$ cat config.mk
export PLATFORM = sky130hd
export DESIGN_NAME = rr_mux_sel_arbiter
export DESIGN_NICKNAME = d
export VERILOG_FILES = /design/src/rtl/rr_arb_pkg.sv /design/src/rtl/rr_pick.sv /design/src/rtl/rr_mux_sel_arbiter.sv
export SDC_FILE = /design/constraint.sdc
export NUM_CORES = 1
export LEC_CHECK = 0
export ABC_AREA = 1
export CAP_MARGIN = 15
export CORE_MARGIN = 3
export CORE_UTILIZATION = 32
export CTS_CLUSTER_SIZE = 12
export DETAILED_ROUTE_END_ITERATION = 6
export DONT_BUFFER_PORTS = 1
export GPL_ROUTABILITY_DRIVEN = 0
export PLACE_DENSITY = 0.43
export SETUP_SLACK_MARGIN = 0.1
export SLEW_MARGIN = 15
export SYNTH_ARGS = -nofsm -noshare
export SYNTH_HDL_FRONTEND = slang
export SYNTH_SLANG_ARGS = --single-unit
$ cat constraint.sdc
create_clock -name clk -period 3.3 [get_ports clk]
set_clock_uncertainty 0.2 [all_clocks]
set_input_delay 0.495 -clock clk [delete_from_list [all_inputs] [get_ports clk]]
set_output_delay 0.495 -clock clk [all_outputs]
set_load 0.01 [all_outputs]
$ cat src/rtl/rr_arb_pkg.sv
// Shared types and default parameters for the round-robin mux-select arbiter.
package rr_arb_pkg;

  typedef enum logic {IDLE, GRANT} rr_state_t;

  localparam int N_CH_DEF     = 4;
  localparam int MAX_HOLD_DEF = 8;
  localparam int CNT_W_DEF    = 16;

endpackage : rr_arb_pkg

$ cat src/rtl/rr_pick.sv
// Rotating priority encoder: first set request scanning ptr, ptr+1, ... mod N_CH.
// N_CH must be a power of two so the index wraps by plain truncation.
module rr_pick #(
  parameter int N_CH  = 4,
  parameter int SEL_W = $clog2(N_CH)
) (
  input  logic [N_CH-1:0]  req,
  input  logic [SEL_W-1:0] ptr,
  output logic             any,
  output logic [SEL_W-1:0] idx
);

  logic [SEL_W-1:0] cand;

  // Scan from ptr upward; the first hit wins and later candidates are ignored.
  always_comb begin
    any  = 1'b0;
    idx  = ptr;
    cand = '0;
    for (int i = 0; i < N_CH; i++) begin
      cand = ptr + SEL_W'(i);
      if (!any && req[cand]) begin
        any = 1'b1;
        idx = cand;
      end
    end
  end

endmodule : rr_pick

$ cat src/rtl/rr_mux_sel_arbiter.sv
// Round-robin arbiter driving the select of the downstream 4:1 mux.
// Optional per-channel grant statistics are enabled with RR_ARB_STATS_EN.
//
//  state | meaning
//  ------+---------------------------------------------------------------
//  IDLE  | no owner; grant/busy low, sel keeps the last owner's index
//  GRANT | one channel owns the mux path until release or hold timeout
module rr_mux_sel_arbiter
  import rr_arb_pkg::*;
#(
  parameter int N_CH     = N_CH_DEF,
  parameter int MAX_HOLD = MAX_HOLD_DEF,
  parameter int CNT_W    = CNT_W_DEF,
  parameter int SEL_W    = $clog2(N_CH)
) (
  input  logic             clk,
  input  logic             rst_n,
  input  logic [N_CH-1:0]  req,
  input  logic             done,
  output logic [SEL_W-1:0] sel,
  output logic [N_CH-1:0]  grant,
  output logic             busy
`ifdef RR_ARB_STATS_EN
  ,
  output logic [N_CH*CNT_W-1:0] grant_cnt
`endif
);

  // A width of at least one keeps MAX_HOLD=1 legal; the compare is then always true.
  localparam int HOLD_W = (MAX_HOLD > 1) ? $clog2(MAX_HOLD) : 1;

  rr_state_t        state_q, state_d;
  logic [SEL_W-1:0] ptr_q, ptr_d;
  logic [SEL_W-1:0] sel_q, sel_d;
  logic [N_CH-1:0]  grant_q, grant_d;
  logic             busy_q, busy_d;
  logic [HOLD_W-1:0] hold_q, hold_d;

  logic             release_c;
  logic             new_grant;
  logic [SEL_W-1:0] pick_ptr;
  logic             pick_any;
  logic [SEL_W-1:0] pick_idx;

  // In GRANT the encoder already scans from the post-release pointer, so the
  // released owner competes at lowest priority on the same edge.
  assign pick_ptr  = (state_q == GRANT) ? sel_q + SEL_W'(1) : ptr_q;
  assign release_c = ~req[sel_q] | done | (hold_q == HOLD_W'(MAX_HOLD - 1));

  rr_pick #(
    .N_CH  (N_CH),
    .SEL_W (SEL_W)
  ) u_pick (
    .req (req),
    .ptr (pick_ptr),
    .any (pick_any),
    .idx (pick_idx)
  );

  // Next-state and registered-output logic.
  always_comb begin
    state_d   = state_q;
    ptr_d     = ptr_q;
    sel_d     = sel_q;
    grant_d   = grant_q;
    busy_d    = busy_q;
    hold_d    = hold_q;
    new_grant = 1'b0;
    case (state_q)
      IDLE: begin
        if (pick_any) begin
          state_d          = GRANT;
          sel_d            = pick_idx;
          grant_d          = '0;
          grant_d[pick_idx] = 1'b1;
          busy_d           = 1'b1;
          hold_d           = '0;
          new_grant        = 1'b1;
        end
      end
      GRANT: begin
        if (release_c) begin
          ptr_d  = sel_q + SEL_W'(1);
          hold_d = '0;
          if (pick_any) begin
            sel_d             = pick_idx;
            grant_d           = '0;
            grant_d[pick_idx] = 1'b1;
            new_grant         = 1'b1;
          end else begin
            state_d = IDLE;
            grant_d = '0;
            busy_d  = 1'b0;
          end
        end else begin
          hold_d = hold_q + HOLD_W'(1);
        end
      end
      default: begin
        state_d = IDLE;
        grant_d = '0;
        busy_d  = 1'b0;
      end
    endcase
  end

  // State register with synchronous active-low reset.
  always_ff @(posedge clk) begin
    if (!rst_n) begin
      state_q <= IDLE;
      ptr_q   <= '0;
      sel_q   <= '0;
      grant_q <= '0;
      busy_q  <= 1'b0;
      hold_q  <= '0;
    end else begin
      state_q <= state_d;
      ptr_q   <= ptr_d;
      sel_q   <= sel_d;
      grant_q <= grant_d;
      busy_q  <= busy_d;
      hold_q  <= hold_d;
    end
  end

  assign sel   = sel_q;
  assign grant = grant_q;
  assign busy  = busy_q;

`ifdef RR_ARB_STATS_EN
  logic [CNT_W-1:0] cnt_q [N_CH];

  // Saturating per-channel count of new grants, including back-to-back re-grants.
  always_ff @(posedge clk) begin
    if (!rst_n) begin
      for (int i = 0; i < N_CH; i++) cnt_q[i] <= '0;
    end else if (new_grant && (cnt_q[pick_idx] != {CNT_W{1'b1}})) begin
      cnt_q[pick_idx] <= cnt_q[pick_idx] + CNT_W'(1);
    end
  end

  for (genvar g = 0; g < N_CH; g++) begin : g_cnt_out
    assign grant_cnt[g*CNT_W +: CNT_W] = cnt_q[g];
  end
`endif

endmodule : rr_mux_sel_arbiter

## Word-level counts from Yosys, hierarchy flattened

Cells that the tools add are included.
W data, S select, Z words.

| operators by class | value |
|---|---|
| $add $sub $neg | 5 |
| $lt $le $gt $ge | 7 |
| equal/unequal tests | 4 |
| $mul | 0 |
| multiplexer cells | 37 |
| shift-type cells | 0 |
| bitwise operators | 4 |
| div/mod/pow operators | 0 |
| reduce and logical (&&, ||, !) cells | 10 |

Operator list:

| kind | count |
|---|---|
| $lt A2 B3 Y1 const B | 6 |
| $mux W1 | 15 |
| $mux W2 | 6 |
| $mux W4 | 3 |
| $bmux W1 S2 | 5 |
| $pmux W4 S2 | 1 |
| $mux W3 | 2 |
| $pmux W3 S2 | 1 |
| $add A2 B1 Y2 const B | 2 |
| $add A2 B2 Y2 const B | 2 |
| $logic_and A1 B1 Y1 | 4 |
| $ne A2 B2 Y1 const B | 2 |
| $pmux W1 S2 | 2 |
| $pmux W2 S2 | 1 |
| $reduce_and A2 Y1 | 2 |
| $add A3 B1 Y3 const B | 1 |
| $eq A3 B3 Y1 const B | 1 |
| $logic_not A1 Y1 | 3 |
| $reduce_and A3 Y1 | 1 |
| $demux W1 S2 | 1 |
| $ge A2 B1 Y1 const B | 1 |
| $ne A2 B1 Y1 const B | 1 |
| $not A1 Y1 | 2 |
| $or A1 B1 Y1 | 2 |

| word-level totals | value |
|---|---|
| memory bits (read-only) | 0 |
| bits of input ports | 7 |
| memories | 0 |
| output and inout bits | 7 |
| flip-flop bits (word level) | 13 |
| bits in writable memories | 0 |
| logic and storage cells | 73 |
| latch bits | 0 |

## Depth between registers and ports, before layout

Gate-level depths: netlist of the first run.

| logic depth | value |
|---|---|
| word-level depth | 21 |
| depth in mapped cells | 18 |
| mapped depth without buffers | 17 |

## Hierarchy

Synthesis of the first run repeated with hierarchy kept, for this count alone.

| second synthesis, totals | value |
|---|---|
| cells, all modules | 158 |
| area, all modules | 950.9 sq um |

Modules (own cells, without submodules):

| module | area each (sq um) | cells each | instances | sequential area each (sq um) |
|---|---|---|---|---|
| rr_mux_sel_arbiter | 668.1 | 95 | 1 | 260.2 |
| rr_pick | 282.8 | 63 | 1 | 0.0 |

## Worst setup path after synthesis of the first run

No wires, ideal clock.

| timing | value |
|---|---|
| kind | flip-flop to flip-flop |
| start | register sel_q[0], in the netlist sel[0] |
| end | register hold_q[0] |
| arrival | 2.145 ns |
| path slack | 0.884 ns |
| library setup time | 0.071 ns |
| required time | 3.029 ns |
| clock period less this slack | 2.416 ns |
| path buffers | 0 |
| stages on the path, launching flop included | 15 |
| cells stage by stage | dfxtp_1 > inv_2 > nand2_2 > nand3_4 > nand2_4 > nand2_2 > nand2_1 > nand2_1 > nand2_1 > inv_1 > nand3_2 > inv_1 > ha_1 > or4_1 > a21oi_1 |

| on the way | value |
|---|---|
| word-level cells in the longest chain between the ends | 15 |
| elaborated cells between the ends (all ways) | 31 |
| classes of those cells | add/sub (4); eq/ne (1); mux (17); bitwise (3); reduce/logical (6) |

RTL lines:

| what | line | source |
|---|---|---|
| start: declaration | rr_mux_sel_arbiter.sv:34 | `logic [SEL_W-1:0] sel_q, sel_d;` |
| start signal: assignment | rr_mux_sel_arbiter.sv:119 | `sel_q <= sel_d;` |
| parallel branches: the longest is 15 deep, another holds $add A2 B1 Y2 | -- |  |
| end signal: assignment | rr_mux_sel_arbiter.sv:122 | `hold_q <= hold_d;` |
| end: declaration | rr_mux_sel_arbiter.sv:37 | `logic [HOLD_W-1:0] hold_q, hold_d;` |

Parallel ways; which one is timed is not known. The select of a mux whose other input is x is not followed.
A chain may end at the register's enable or synchronous reset.

## Worst setup path in the final report of the first run

| timing | value |
|---|---|
| start | register state_q |
| end | register hold_q[0] |

| on the way | value |
|---|---|
| word-level cells in the longest chain between the ends | 14 |
| elaborated cells between the ends (all ways) | 25 |
| classes of those cells | add/sub (3); eq/ne (1); mux (14); bitwise (1); reduce/logical (6) |

RTL lines:

| what | line | source |
|---|---|---|
| start: declaration | rr_mux_sel_arbiter.sv:32 | `rr_state_t state_q, state_d;` |
| start signal: assignment | rr_mux_sel_arbiter.sv:117 | `state_q <= state_d;` |
| parallel branches: the longest is 14 deep, another holds $add A2 B1 Y2 | -- |  |

Parallel ways; which one is timed is not known. The select of a mux whose other input is x is not followed.

==> flow_metrics.py, run 1 <==
metrics = {
    "run_status": {
        "status": "finished clean",
    },
    "clock_tree": {
        "cts_hold_buffers": 0,
        "post_cts_resized": 0,
        "cts_made_buffers": 3,
        "clock_path_buffers": 2,
        "cts_max_level": 1,
        "clock-sinks": 13,
        "path_clk_slew_ns": 0.09,
        "cts_root_buffer": "clkbuf_4",
        "cts_setup_buffers": 0,
        "cts_tree": "yes",
        "clock_latency_ns": 0.28,
    },
    "place": {
        "dpl.hpwl_um": 1910,
        "port-buffer-count": 0,
    },
    "setup_path": {
        "critical_path_class": "flip-flop to flip-flop",
        "required_ns": 3.32,
        "startpoint_type": "flip-flop",
        "crit_path_cell_trace": "nand2_1, o21ai_4, nand2_1, o21ai_1, nand2_1, o21ai_1, nor2_4, nand3_2, inv_1, ha_1, or4_1, a21oi_1",
        "path_max_fanout": 10,
        "crit_path_top_delay_cell": "dfxtp_1",
        "r2r-end": "hold_q[0]$_SDFFE_PN0P_",
        "critPathCaptureType": "flip-flop",
        "r2r_slack_ns": 0.50,
        "crit_end": "hold_q[0]$_SDFFE_PN0P_",
        "cp-startpoint": "state_q$_SDFF_PN0_",
        "cp_slowest_stage_delay_ns": 0.64,
        "r2r_cells": 12,
        "worstReg2RegStart": "state_q$_SDFF_PN0_",
        "cp_common_cell": "nand2_1",
        "cp.arrival_ns": 2.82,
    },
    "sta": {
        "grt_setup_unrepaired": "no",
        "hold_violations": 0,
        "relSlewSlack": 0.668,
        "timing.fmax_mhz": 357,
        "setup_viol": 0,
        "period_minus_slack_ns": 2.80,
        "setup_tns_ns": 0,
        "min_period_over_period": 0.848,
        "slew_violations": 0,
        "worst_pin_slew_ns": 0.498,
    },
    "yosys": {
        "synth-simple-area-share": 0.488,
        "synth_compound_area_frac": 0.132,
        "ys_ff_latch": 13,
        "ys_types": 29,
        "synth_top_family_by_area": "simple AND/OR/NAND/NOR gates",
        "syn_avg_cell_area_um2": 6.62,
        "synth_mux_area_frac": 0,
        "ys_seq_area_frac": 0.254,
        "netlist_instances": 155,
        "synthesis.area_mm2": 0.00103,
        "synthXorXnorAreaFrac": 0,
        "syn_nets": 165,
        "yosys_warnings": 0,
        "synthAdderAreaFrac": 0.0366,
    },
    "route": {
        "wl_per_cell_um": 11.8,
        "drt_pre_antenna_iters": 4,
        "vias": 965,
        "vias_per_cell": 4.85,
        "wirelength_um": 2360,
        "ant_nets": 0,
        "drtIter0Drc": 32,
        "drc_errors": 0,
    },
    "global_routing": {
        "antenna_found_initial": 0,
        "grt_pass1_vias": 906,
        "grt_pass1_wl_um": 4180,
        "grt_usage": 0.132,
        "globalRoute.totalOverflow": 0,
        "grt_max_degree": 12,
    },
    "die": {
        "core-area_mm2": 0.00290,
        "num_io_pins": 14,
        "dieArea_mm2": 0.00392,
        "die_y_um": 62.6,
        "initial_core_util": 0.354,
        "placementRows": 19,
        "die_x_um": 62.6,
    },
    "layout": {
        "area_growth_pct": 6.22,
        "final_nets": 168,
        "layout_commonest_cell": "nand2_1",
        "n_fill_cell": 328,
        "num_antenna_cells": 0,
        "final_cell_mix": "nand2_1 (41), nand3_1 (18), inv_1 (15)",
        "drive_gt1_frac": 0.191,
    },
    "flow_run": {
        "drv_cap": 0,
    },
    "pwr": {
        "ir_worst_vdd_uv": 343,
        "powerDensity_mw_per_mm2": 1120,
        "p_int_w": 0.000533,
        "power_frac_clock": 0.085,
        "pwr-share-seq": 0.219,
        "p_total_w": 0.00122,
        "p_sw_w": 0.000687,
        "p_comb_frac": 0.695,
        "netSwitchingFraction": 0.563,
        "total_leakage_power_nw": 0.515,
    },
    "hold_path": {
        "hp-class": "primary input to flip-flop",
    },
}
## sequential cells by signal, indices dropped and copies added (netlist names)
register / flops
busy: 1
grant: 4
hold_q: 3
ptr_q: 2
sel: 2
state_q: 1
## layout make-up
class | instances | area (um^2) | share of cell area
multi-input combinational | 120 | 673 | 0.618
tap | 42 | 52.6 | 0.0482
inverter | 20 | 77.6 | 0.0712
sequential | 13 | 260 | 0.239
clock buffer | 4 | 26.3 | 0.0241
## Yosys cell counts, drive strengths merged
library cell / count / share of area
inv: 20 / 0.076
or2: 2 / 0.012
or4: 1 / 0.0073
nand4: 2 / 0.012
buf: 1 / 0.011
a21oi: 8 / 0.039
ha: 3 / 0.037
clkbuf: 1 / 0.0037
o221ai: 1 / 0.0085
nand3: 23 / 0.14
dfxtp: 13 / 0.25
o21ai: 7 / 0.049
o211ai: 1 / 0.0073
a211oi: 3 / 0.022
nor2: 16 / 0.071
nand2: 52 / 0.24
a31oi: 1 / 0.0061
## per-stage QoR
step | cell area [um^2] | setup slack, ns | utilization | hold slack [ns] | cells
after global placement | 1060 | 0.563 | 0.367 | 0.269 | 195
after floorplan | 1030 | 0.884 | - | 0.249 | 155
after detailed placement | 1060 | 0.474 | 0.367 | 0.267 | 195
after global routing | 1090 | 0.180 | 0.376 | 0.129 | 199
after CTS | 1090 | 0.460 | 0.376 | 0.134 | 199
final | 1090 | 0.502 | 0.376 | 0.144 | 199
## routing by layer
layer  GRT usage  vias up  wire (um)
li1            -      515          -
met1       0.168      433       1110
met2       0.212       15       1120
met3      0.0396        2        106
met4      0.0413        0         18
met5           0        -          0
## cells by family (layout without fill, tap and decap cells)
group | after synthesis | after routing
and+or+nand+nor | 96 | 96
buffers and inverters | 22 | 24
AOI/OAI and AO/OA | 21 | 21
DFF | 13 | 13
adders and majority gates | 3 | 3
## power by group through the flow
stage / clock, W / sequential (W) / combinational, W
2_1_floorplan: 0 / 0.000243 / 0.000743
3_3_place_gp: 0 / 0.000273 / 0.000858
3_5_place_dp: 0 / 0.000274 / 0.000853
4_1_cts: 0.000109 / 0.000270 / 0.000857
5_1_grt: 0.000115 / 0.000277 / 0.000983
6_report: 0.000104 / 0.000267 / 0.000848
## worst min path at each step
stage                                         to  slack [ns]                   start  cells after the start
final                          busy$_SDFFE_PN0P_        0.14                   rst_n                      2
after floorplan           hold_q[0]$_SDFFE_PN0P_        0.25  hold_q[0]$_SDFFE_PN0P_                      2
after CTS                  ptr_q[1]$_SDFFE_PN0P_        0.13                   rst_n                      2
after global placement    hold_q[2]$_SDFFE_PN0P_        0.27  hold_q[2]$_SDFFE_PN0P_                      2
after detailed placement  hold_q[2]$_SDFFE_PN0P_        0.27  hold_q[2]$_SDFFE_PN0P_                      2
after global routing       ptr_q[1]$_SDFFE_PN0P_        0.13                   rst_n                      2
## worst max-delay path: cells and delay by family (launching register included)
kind,cells,cell delay (ns)
simple gates,6,1.05
flops,1,0.64
compound gates,4,0.54
fa+ha+maj,1,0.23
buf+inv,1,0.08
No activity file was read; power rests on OpenSTA's default activity.
==> run 2, diff against run 1 <==
Clock period 3.3 ns to 2.7 ns, I/O delays scaled along.
==> flow_metrics.py, run 2 (synthesis results as in run 1) <==
metrics = {
    "run_status": {
        "status": "finished clean",
    },
    "layout": {
        "num_antenna_cells": 0,
        "layout_commonest_cell": "nand2_1",
        "final_nets": 176,
        "area_growth_pct": 16.5,
        "final_cells": 207,
        "largest_register_ffs": 4,
        "drive_gt1_frac": 0.315,
        "post-route-util": 0.412,
        "final_cell_mix": "nand2_1 (37), nand3_1 (18), inv_1 (14)",
    },
    "setup_path": {
        "r2r-end": "hold_q[0]$_SDFFE_PN0P_",
        "critPathBufInv": 3,
        "crit_path_cell_trace": "buf_4, o21ai_4, nand2_1, nand2_2, nand3_1, nand2_2, inv_1, nand3_4, inv_2, ha_2, or4_4, a21oi_2",
        "crit_end": "hold_q[0]$_SDFFE_PN0P_",
        "cp.arrival_ns": 2.50,
        "r2r_slack_ns": 0.22,
        "cp_common_cell": "nand2_2",
        "startpoint_type": "flip-flop",
        "worstReg2RegStart": "state_q$_SDFF_PN0_",
        "r2r_cells": 12,
        "cp.depth": 12,
        "cp-startpoint": "state_q$_SDFF_PN0_",
        "crit_path_top_delay_cell": "or4_4",
        "cp_slowest_stage_delay_ns": 0.51,
        "path_max_fanout": 8,
        "critical_path_class": "flip-flop to flip-flop",
        "critPathCaptureType": "flip-flop",
        "required_ns": 2.72,
        "critical_path.top_delay_family": "simple AND/OR/NAND/NOR gates",
    },
    "die": {
        "placementRows": 19,
        "core-area_mm2": 0.00290,
        "num_io_pins": 14,
        "initial_core_util": 0.354,
        "die_x_um": 62.6,
        "dieArea_mm2": 0.00392,
        "die_y_um": 62.6,
    },
    "global_routing": {
        "grt_pass1_wl_um": 4080,
        "grt_max_degree": 12,
        "grt_usage": 0.128,
        "globalRoute.totalOverflow": 0,
        "grt_pass1_vias": 892,
        "antenna_found_initial": 0,
    },
    "pwr": {
        "ir_worst_vdd_uv": 438,
        "total_leakage_power_nw": 0.561,
        "powerDensity_mw_per_mm2": 1390,
    },
    "clock_tree": {
        "clock_path_buffers": 2,
        "path_clk_slew_ns": 0.09,
        "clock-sinks": 13,
        "cts_made_buffers": 3,
        "clock_latency_ns": 0.28,
        "cts_root_buffer": "clkbuf_4",
        "cts_tree": "yes",
        "cts_max_level": 1,
    },
    "route": {
        "drc_errors": 0,
        "vias": 984,
        "ant_nets": 0,
        "wirelength_um": 2440,
        "drtIter0Drc": 23,
        "drt_pre_antenna_iters": 4,
        "wl_per_cell_um": 11.8,
        "vias_per_cell": 4.75,
    },
    "sta": {
        "setup_viol": 0,
        "timing.fmax_mhz": 404,
        "grt_setup_unrepaired": "no",
        "worst_pin_slew_ns": 0.357,
        "relSlewSlack": 0.762,
        "slew_violations": 0,
        "min_period_over_period": 0.917,
        "period_minus_slack_ns": 2.48,
        "setup_ws_ns": 0.224,
        "setup_tns_ns": 0,
        "hold_violations": 0,
    },
    "hold_path": {
        "hp-class": "primary input to flip-flop",
    },
    "place": {
        "post-place-ws_ns": 0.0798,
        "dpl.hpwl_um": 1970,
        "dp_cells": 200,
        "port-buffer-count": 0,
    },
    "flow_run": {
        "drv_cap": 0,
    },
}
==> run 2: cell type report <==
class,count,area [um^2]
multi-input cells,120,712
repair buffers,8,60.1
fillers,324,1710
clock inverters,1,5.00
inverters,20,77.6
flip-flops and latches,13,265
clock buffers,3,22.5
well taps,42,52.6
==> run 2: worst min path at each step <==
| stage | startpoint | to | cells after the start | slack (ns) |
|---|---|---|---|---|
| 2_1_floorplan | hold_q[0]$_SDFFE_PN0P_ | hold_q[0]$_SDFFE_PN0P_ | 2 | 0.25 |
| 3_3_place_gp | hold_q[2]$_SDFFE_PN0P_ | hold_q[2]$_SDFFE_PN0P_ | 2 | 0.26 |
| 3_5_place_dp | hold_q[1]$_SDFFE_PN0P_ | hold_q[1]$_SDFFE_PN0P_ | 2 | 0.27 |
| 4_1_cts | rst_n | busy$_SDFFE_PN0P_ | 2 | 0.04 |
| 5_1_grt | rst_n | busy$_SDFFE_PN0P_ | 2 | 0.04 |
| 6_report | rst_n | busy$_SDFFE_PN0P_ | 2 | 0.04 |
==> run 2: timing repair <==
action / in CTS / in global routing
buffers inserted: 0 / 3
gates cloned: 0 / 0
pin swaps: 0 / 4
hold buffers: 0 / 0
gates resized for setup: 1 / 14
setup endpoints to repair: 1 / 4
==> run 2: metal layers <==
metal | up-vias | global-route usage | routed length, um | part of all wire
met5 | - | 0 | 0 | 0
met4 | 0 | 0.0441 | 17 | 0.0070
met3 | 2 | 0.0414 | 94 | 0.039
met2 | 11 | 0.220 | 1200 | 0.49
met1 | 441 | 0.149 | 1130 | 0.46
li1 | 530 | - | - | -
==> run 2: power breakdown <==
| group | switching [W] | internal, W |
|---|---|---|
| combinational | 0.000767 | 0.000452 |
| clock | 0.0000700 | 0.0000550 |
| sequential | 0.0000625 | 0.000249 |
| total | 0.000899 | 0.000756 |
==> run 2: stage by stage <==
stage	instance area [um^2]	power [W]	hold slack, ns
after global placement	1100	0.00143	0.256
after detailed placement	1100	0.00143	0.271
after floorplan	1030	0.00121	0.249
after global routing	1190	0.00184	0.0410
after CTS	1130	0.00156	0.0424
final	1190	0.00166	0.0445
==> run 3, diff against run 2 <==
Settings changed: GPL_ROUTABILITY_DRIVEN 0 to 1.
Clock period 2.7 ns to 2.44 ns, I/O delays scaled along.
==> flow_metrics.py, run 3 (synthesis results as in run 1) <==
metrics = {
    "route": {
        "vias": 1121,
        "wl_met1_um": 1340,
        "dr_wl_met3_um": 104,
        "drc_errors": 0,
        "vias_per_cell": 4.90,
        "highest_layer": "met4",
        "drt_pre_antenna_iters": 4,
        "wl_met2_um": 1420,
        "wl_per_cell_um": 12.8,
        "drtIter0Drc": 43,
        "ant_nets": 0,
        "wirelength_um": 2930,
    },
    "sta": {
        "period_minus_slack_ns": 2.27,
        "setup_viol": 0,
        "timing.fmax_mhz": 440,
        "worst_pin_slew_ns": 0.400,
        "slew_violations": 0,
        "setup_tns_ns": 0,
        "grt_setup_unrepaired": "yes",
        "relSlewSlack": 0.733,
        "hold_violations": 0,
        "min_period_over_period": 0.932,
    },
    "place": {
        "port-buffer-count": 0,
        "dpl.hpwl_um": 2150,
        "finalWeightedCongestion": 0.806,
        "dp_cells": 212,
        "dpl-instance-area_mm2": 0.00121,
    },
    "setup_path": {
        "r2r_slack_ns": 0.17,
        "required_ns": 2.46,
        "cp_slowest_stage_delay_ns": 0.47,
        "critical_path_class": "flip-flop to flip-flop",
        "crit_path_top_delay_cell": "or4_4",
        "critical_path.top_delay_family": "simple AND/OR/NAND/NOR gates",
        "critPathBufInv": 3,
        "critPathCaptureType": "flip-flop",
        "crit_path_cell_trace": "buf_6, inv_6, nand2_4, nand2_8, nand2_2, nand2_2, nand3_2, nand2_4, nor2_4, nand3_4, inv_4, ha_4, or4_4, a21oi_2",
        "path_max_fanout": 7,
        "startpoint_type": "flip-flop",
        "cp.arrival_ns": 2.29,
    },
    "clock_tree": {
        "cts_made_buffers": 3,
        "cts_max_level": 1,
        "clock_path_buffers": 2,
        "path_clk_slew_ns": 0.09,
        "clock-sinks": 13,
        "clock_latency_ns": 0.28,
        "cts_root_buffer": "clkbuf_4",
        "cts_tree": "yes",
    },
    "die": {
        "die_x_um": 62.6,
        "core-area_mm2": 0.00290,
        "placementRows": 19,
        "die_y_um": 62.6,
        "num_io_pins": 14,
        "initial_core_util": 0.354,
        "dieArea_mm2": 0.00392,
    },
    "layout": {
        "num_antenna_cells": 0,
        "area_growth_pct": 52.0,
        "final_cells": 229,
        "drive_gt1_frac": 0.503,
        "fin_area_mm2": 0.00156,
        "final_nets": 198,
        "largest_register_ffs": 4,
        "layout_commonest_cell": "nand2_1",
        "final_cell_mix": "nand2_1 (28), buf_4 (26), nand2_2 (13), nor2_1 (13), inv_1 (12)",
    },
    "run_status": {
        "status": "finished clean",
    },
    "global_routing": {
        "grt_pass1_vias": 1063,
        "grt_usage": 0.154,
        "grt_pass1_wl_um": 4940,
        "grt_max_degree": 12,
        "antenna_found_initial": 0,
        "globalRoute.totalOverflow": 0,
    },
    "hold_path": {
        "hp-class": "primary input to flip-flop",
    },
    "pwr": {
        "total_leakage_power_nw": 0.731,
        "powerDensity_mw_per_mm2": 1620,
        "ir_worst_vdd_uv": 585,
    },
    "flow_run": {
        "drv_cap": 0,
    },
}
## run 3: cell count changes in the layout (fill, tap and decap cells not counted), sizes merged
cell,previous run,this run
buf,8,30
clkbuf,3,4
clkinv,1,0
## run 3: final timing paths
kind,startpoint,to,depth (start not counted)
max reg2reg,state_q$_SDFF_PN0_,hold_q[0]$_SDFFE_PN0P_,14
min,rst_n,busy$_SDFFE_PN0P_,2
max,state_q$_SDFF_PN0_,hold_q[0]$_SDFFE_PN0P_,14
min reg2reg,hold_q[2]$_SDFFE_PN0P_,hold_q[2]$_SDFFE_PN0P_,2
## run 3: metal layers
metal  global-route usage  vias up
li1                     -      573
met1                0.193      524
met2                0.256       18
met3               0.0486        6
met4               0.0386        0
met5                    0        -
## run 3: final cells by class
cell class,count,area (um^2)
multi-input cells,120,883
inverters,20,87.6
clock buffers,4,26.3
well taps,42,52.6
fillers,296,1340
flip-flops and latches,13,269
repair buffers,30,240
## run 3: power by group
part / switching (W) / internal, W / total, W
clock network: 0.0000731 / 0.0000633 / 0.000136
registers: 0.0000785 / 0.000280 / 0.000358
logic: 0.00113 / 0.000908 / 0.00203
## run 3: stage by stage
step / utilization / total power [W] / hold slack [ns] / worst slack (ns)
after floorplan: - / 0.00136 / 0.249 / 0.110
after global placement: 0.416 / 0.00180 / 0.258 / -0.0498
after detailed placement: 0.416 / 0.00180 / 0.263 / -0.112
after CTS: 0.467 / 0.00215 / 0.0147 / 0.104
final: 0.538 / 0.00253 / 0.0234 / 0.167
after global routing: 0.538 / 0.00276 / 0.0127 / 0.0670
## run 3: what timing repair did
| action | CTS | global route |
|---|---|---|
| setup buffers | 4 | 9 |
| hold buffers | 0 | 0 |
| pin swaps | 10 | 18 |
| endpoints found under the setup margin | 8 | 9 |
| resized for setup | 24 | 32 |
